$ cat config.mk
export PLATFORM = sky130hd
export DESIGN_NAME = rom_arbiter
export DESIGN_NICKNAME = d
export VERILOG_FILES = /design/src/rtl/rom_arbiter.sv
export SDC_FILE = /design/constraint.sdc
export NUM_CORES = 1
export LEC_CHECK = 0
export BUFFER_PORTS_ARGS = -buffer_cell sky130_fd_sc_hd__buf_2
export CORE_ASPECT_RATIO = 1.5
export CORE_MARGIN = 2
export CORE_UTILIZATION = 39
export CTS_CLUSTER_DIAMETER = 40
export CTS_CLUSTER_SIZE = 20
export DETAILED_ROUTE_END_ITERATION = 16
export PLACE_DENSITY_LB_ADDON = 0.3
export SYNTH_ARGS = -nofsm -noshare
export SYNTH_HDL_FRONTEND = slang
export SYNTH_SLANG_ARGS = --single-unit
$ cat constraint.sdc
create_clock -name clk -period 1.04 [get_ports clk]
set_input_delay 0.156 -clock clk [delete_from_list [all_inputs] [get_ports clk]]
set_output_delay 0.156 -clock clk [all_outputs]
set_load 0.02 [all_outputs]
$ cat src/rtl/rom_arbiter.sv
// rom_arbiter: two-requester round-robin arbiter in front of a combinational ROM.
//
// Each read is a three-cycle transaction. Requests are sampled only in IDLE;
// the winner's address is registered onto rom_addr. In READ the ROM word is
// captured into rdata and the owner's ack is raised. In RESP the ack is
// dropped and the FSM returns to IDLE. This gives one read per three cycles
// and exactly one-cycle ack pulses.
//
// Ports:
//   clk              single clock, rising edge
//   rst_n            synchronous active-low reset
//   req0, req1       level read requests
//   addr0, addr1     read addresses, held while the matching req is high
//   ack0, ack1       one-cycle pulse; rdata is valid for that requester
//   rdata            registered read data, shared by both requesters
//   rom_addr         registered address to the combinational ROM
//   rom_data         ROM read data for rom_addr
//   busy             high whenever the FSM is not in IDLE
//
// Configuration:
//   ROM_ARB_FIXED_PRIO_EN  when defined, requester 0 always wins ties and no
//                          last-grant history is kept. When undefined, ties
//                          go to the requester that was not granted last.

module rom_arbiter #(
  parameter int DATA_WIDTH = 8,
  parameter int ADDR_WIDTH = 8
) (
  input  logic                  clk,
  input  logic                  rst_n,
  input  logic                  req0,
  input  logic                  req1,
  input  logic [ADDR_WIDTH-1:0] addr0,
  input  logic [ADDR_WIDTH-1:0] addr1,
  output logic                  ack0,
  output logic                  ack1,
  output logic [DATA_WIDTH-1:0] rdata,
  output logic [ADDR_WIDTH-1:0] rom_addr,
  input  logic [DATA_WIDTH-1:0] rom_data,
  output logic                  busy
);

  typedef enum logic [1:0] {
    IDLE = 2'd0,
    READ = 2'd1,
    RESP = 2'd2
  } state_t;

  state_t state;
  state_t next_state;

  logic owner;   // requester that holds the current transaction
  logic winner;  // arbitration result, meaningful only when a req is high
  logic any_req;

`ifndef ROM_ARB_FIXED_PRIO_EN
  logic last_grant;
`endif

  assign any_req = req0 | req1;
  assign busy    = (state != IDLE);

  // Arbitration. A lone request always wins. On a tie, the fixed-priority
  // build favours requester 0. The round-robin build favours whoever was not
  // granted last.
  always_comb begin
    // NOTE: every always_comb output gets a default first so no path can
    // leave it unassigned and infer a latch.
    winner = 1'b0;
    if (req0 && req1) begin
`ifdef ROM_ARB_FIXED_PRIO_EN
      winner = 1'b0;
`else
      winner = ~last_grant;
`endif
    end else if (req1) begin
      winner = 1'b1;
    end
  end

  always_comb begin
    next_state = state;
    case (state)
      IDLE:    if (any_req) next_state = READ;
      READ:    next_state = RESP;
      RESP:    next_state = IDLE;
      default: next_state = IDLE;
    endcase
  end

  // NOTE: sequential state uses non-blocking assignments so every register
  // samples pre-edge values, regardless of the order of statements.
  always_ff @(posedge clk) begin
    if (!rst_n) state <= IDLE;
    else        state <= next_state;
  end

  // Datapath registers. Reset also aborts a transaction that is in flight,
  // because the owner's ack is only raised from READ.
  always_ff @(posedge clk) begin
    if (!rst_n) begin
      ack0       <= 1'b0;
      ack1       <= 1'b0;
      rdata      <= '0;
      rom_addr   <= '0;
      owner      <= 1'b0;
`ifndef ROM_ARB_FIXED_PRIO_EN
      last_grant <= 1'b1;  // requester 0 wins the first tie
`endif
    end else begin
      case (state)
        IDLE: begin
          if (any_req) begin
            rom_addr   <= winner ? addr1 : addr0;
            owner      <= winner;
`ifndef ROM_ARB_FIXED_PRIO_EN
            last_grant <= winner;
`endif
          end
        end
        READ: begin
          rdata <= rom_data;
          ack0  <= ~owner;
          ack1  <= owner;
        end
        RESP: begin
          ack0 <= 1'b0;
          ack1 <= 1'b0;
        end
        default: begin
          ack0 <= 1'b0;
          ack1 <= 1'b0;
        end
      endcase
    end
  end

endmodule

==> results_dict.tcl <==
set metrics [dict create \
    start_util 0.408 \
    area_growth_pct 57.2 \
    min_path_type "in -> reg" \
    first_pass_iters 4 \
    synthesis.nets 136 \
    cts_sinks 22 \
    power_density_nw_per_um2 1430 \
    hold_viol_final 0 \
    die_area_um2 2720 \
    netlist.area_leader.share 0.489 \
    drv_cap 0 \
    rsz0062_at_grt "yes" \
    cts_tree "built" \
    clk_pin_slew_ns 0.12 \
    fill_cells 201 \
    netlist_top_cells_area "dfxtp_1, nand2_1, a21oi_1, a311oi_1, mux2i_1" \
    ys_ff_latch 22 \
    core_um2 2210 \
    synth_area_per_cell_um2 8.34 \
    slew_headroom 0.837 \
    run_status "finished with violations" \
    hpwl_um 1540 \
    violations "negative setup slack" \
    gr-total-overflow 0 \
    period_minus_slack_ns 1.18 \
    drive_gt1_frac 0.566 \
    setup_viol 10 \
    port_buffers 46 \
    worstSetupPathType "reg -> out" \
    start_kind "flip-flop" \
    antenna_found_initial 0 \
    cp.required_ns 0.88 \
    netlist_area_um2 901 \
    via_count 967 \
    synth_largest_area_cell "dfxtp_1" \
    wl_um 2300 \
    arrival_ns 1.03 \
    cts-hold-fix-buffers 0 \
    cts-buffers-inserted 3 \
    clk_latency_ns 0.31 \
    ios 47 \
    grtUsageTotal 0.168 \
    gp_congestion 0.751 \
    syn-instance-count 108 \
    path_max_fanout 2 \
    seq_area_frac_synth 0.489 \
    yosysWarningCount 0 \
    clockRootBuffer "clkbuf_4" \
    irDropWorstVdd_uv 1090 \
    drt_iter0_markers 14 \
    h-tree-depth 1 \
    core.rowCount 21 \
    post_drt_wl_per_cell_um 12.2 \
    cts_buffer_depth 2 \
    fp.dieH_um 62.9 \
    fin_skew_ns 0.00803 \
    nNetsFinal 195 \
    synth_cell_type_count 23 \
    fin_tns_setup_ns -0.549 \
    die_x_um 43.2 \
    finalMaxSlewViolations 0 \
    vias_per_cell 5.12 \
    cp-end-kind "output port" \
    period_share 1.14 \
    worst_pin_slew_ns 0.244 \
    grt_pass1_vias 859 \
    grt_max_degree 19 \
    grt_pass1_wl_um 3550 \
    detailedPlace.worstSlack_ns -0.0635 \
    diodes 0 \
    fmax_ghz 0.844 \
    p_leak_nw 0.666 \
    ant_nets 0 \
    finalWorstSetupSlack_ns -0.145 \
    drc 0 \
]
[cell usage after synthesis (all sizes together)]
library cell	number
clkinv	1
nand2b	2
and3	2
buf	4
nor2	4
dfxtp	22
nor2b	1
a21bo	1
and2	1
clkbuf	3
a311oi	8
a21oi	18
or2	1
mux2i	2
nand2	33
a21o	1
inv	2
a21boi	1
o21ai	1
[area by class of cell]
cell class | instances | area (um2) | area share
well taps | 23 | 28.8 | 0.0203
repair buffers | 61 | 370 | 0.261
multi-input cells | 76 | 523 | 0.369
flip-flops and latches | 22 | 447 | 0.315
inverters | 3 | 11.3 | 0.00795
clock buffers | 4 | 36.3 | 0.0256
[repair_timing]
item	in CTS	in global routing
endpoints found under the setup margin	18	20
resized for setup	20	24
gates cloned	0	1
pin swaps	11	13
buffers inserted	5	1
[cell families (layout without fill, tap and decap cells)]
group | Yosys count | in the layout | share of synthesized area
flops | 22 | 22 | 0.489
simple gates | 44 | 44 | 0.211
compound gates | 30 | 30 | 0.222
mux | 2 | 2 | 0.0222
buf+inv | 10 | 68 | 0.0555
[final timing paths]
check	start	to	slack [ns]	cells past startpoint
setup / recovery	state[0]$_SDFFE_PN0P_	busy	-0.14	4
setup reg to reg	last_grant$_SDFFE_PN1P_	rom_addr[5]$_SDFFE_PN0P_	-0.09	4
hold reg to reg	rdata[1]$_SDFFE_PN0N_	rdata[1]$_SDFFE_PN0N_	0.46	2
hold / removal	rst_n	last_grant$_SDFFE_PN1P_	0.06	2
[sequential cells by signal (all words and copies together) (netlist names)]
signal	cells
ack0	1
ack1	1
last_grant	1
owner	1
rdata	8
rom_addr	8
state	2
[layer usage]
| layer | track usage | routed length (um) | share of wire |
|---|---|---|---|
| met5 | 0 | 0 | 0 |
| met4 | 0.0795 | 39 | 0.017 |
| met3 | 0.0173 | 110 | 0.048 |
| met2 | 0.299 | 1270 | 0.55 |
| met1 | 0.191 | 887 | 0.39 |
[placed cells by master, fill, tap and decap left out, types with 2 or more instances in the layout]
cell type,Yosys,routed
nand2_1,33,27
buf_6,1,6
a21oi_1,18,12
buf_4,0,11
dfxtp_1,22,19
a311oi_2,1,5
a311oi_1,7,3
clkbuf_4,0,3
nand2_2,0,4
nand2_4,0,2
nor2_1,3,3
mux2i_1,2,2
a21oi_2,0,6
buf_2,3,44
dfxtp_2,0,2
[report_power, final]
group	switching (mW)	internal (mW)
clock network	0.250	0.214
logic	0.318	0.279
registers	0.0430	0.917
[through the flow]
step / util / hold WS, ns / instance area, um2 / total power [mW] / cells
after floorplan: - / 0.232 / 903 / 1.26 / 108
after global placement: 0.539 / 0.377 / 1190 / 1.42 / 179
after detailed placement: 0.539 / 0.402 / 1190 / 1.43 / 179
after CTS: 0.599 / 0.0599 / 1320 / 1.96 / 188
after global routing: 0.642 / 0.0464 / 1420 / 2.13 / 189
final: 0.642 / 0.0568 / 1420 / 2.02 / 189
[critical path: stages (launching register included)]
cell     delay, ns
dfxtp_2       0.35
nor2_4        0.11
buf_6         0.11
inv_2         0.03
buf_6         0.11
No activity file was read; power rests on OpenSTA's default activity.
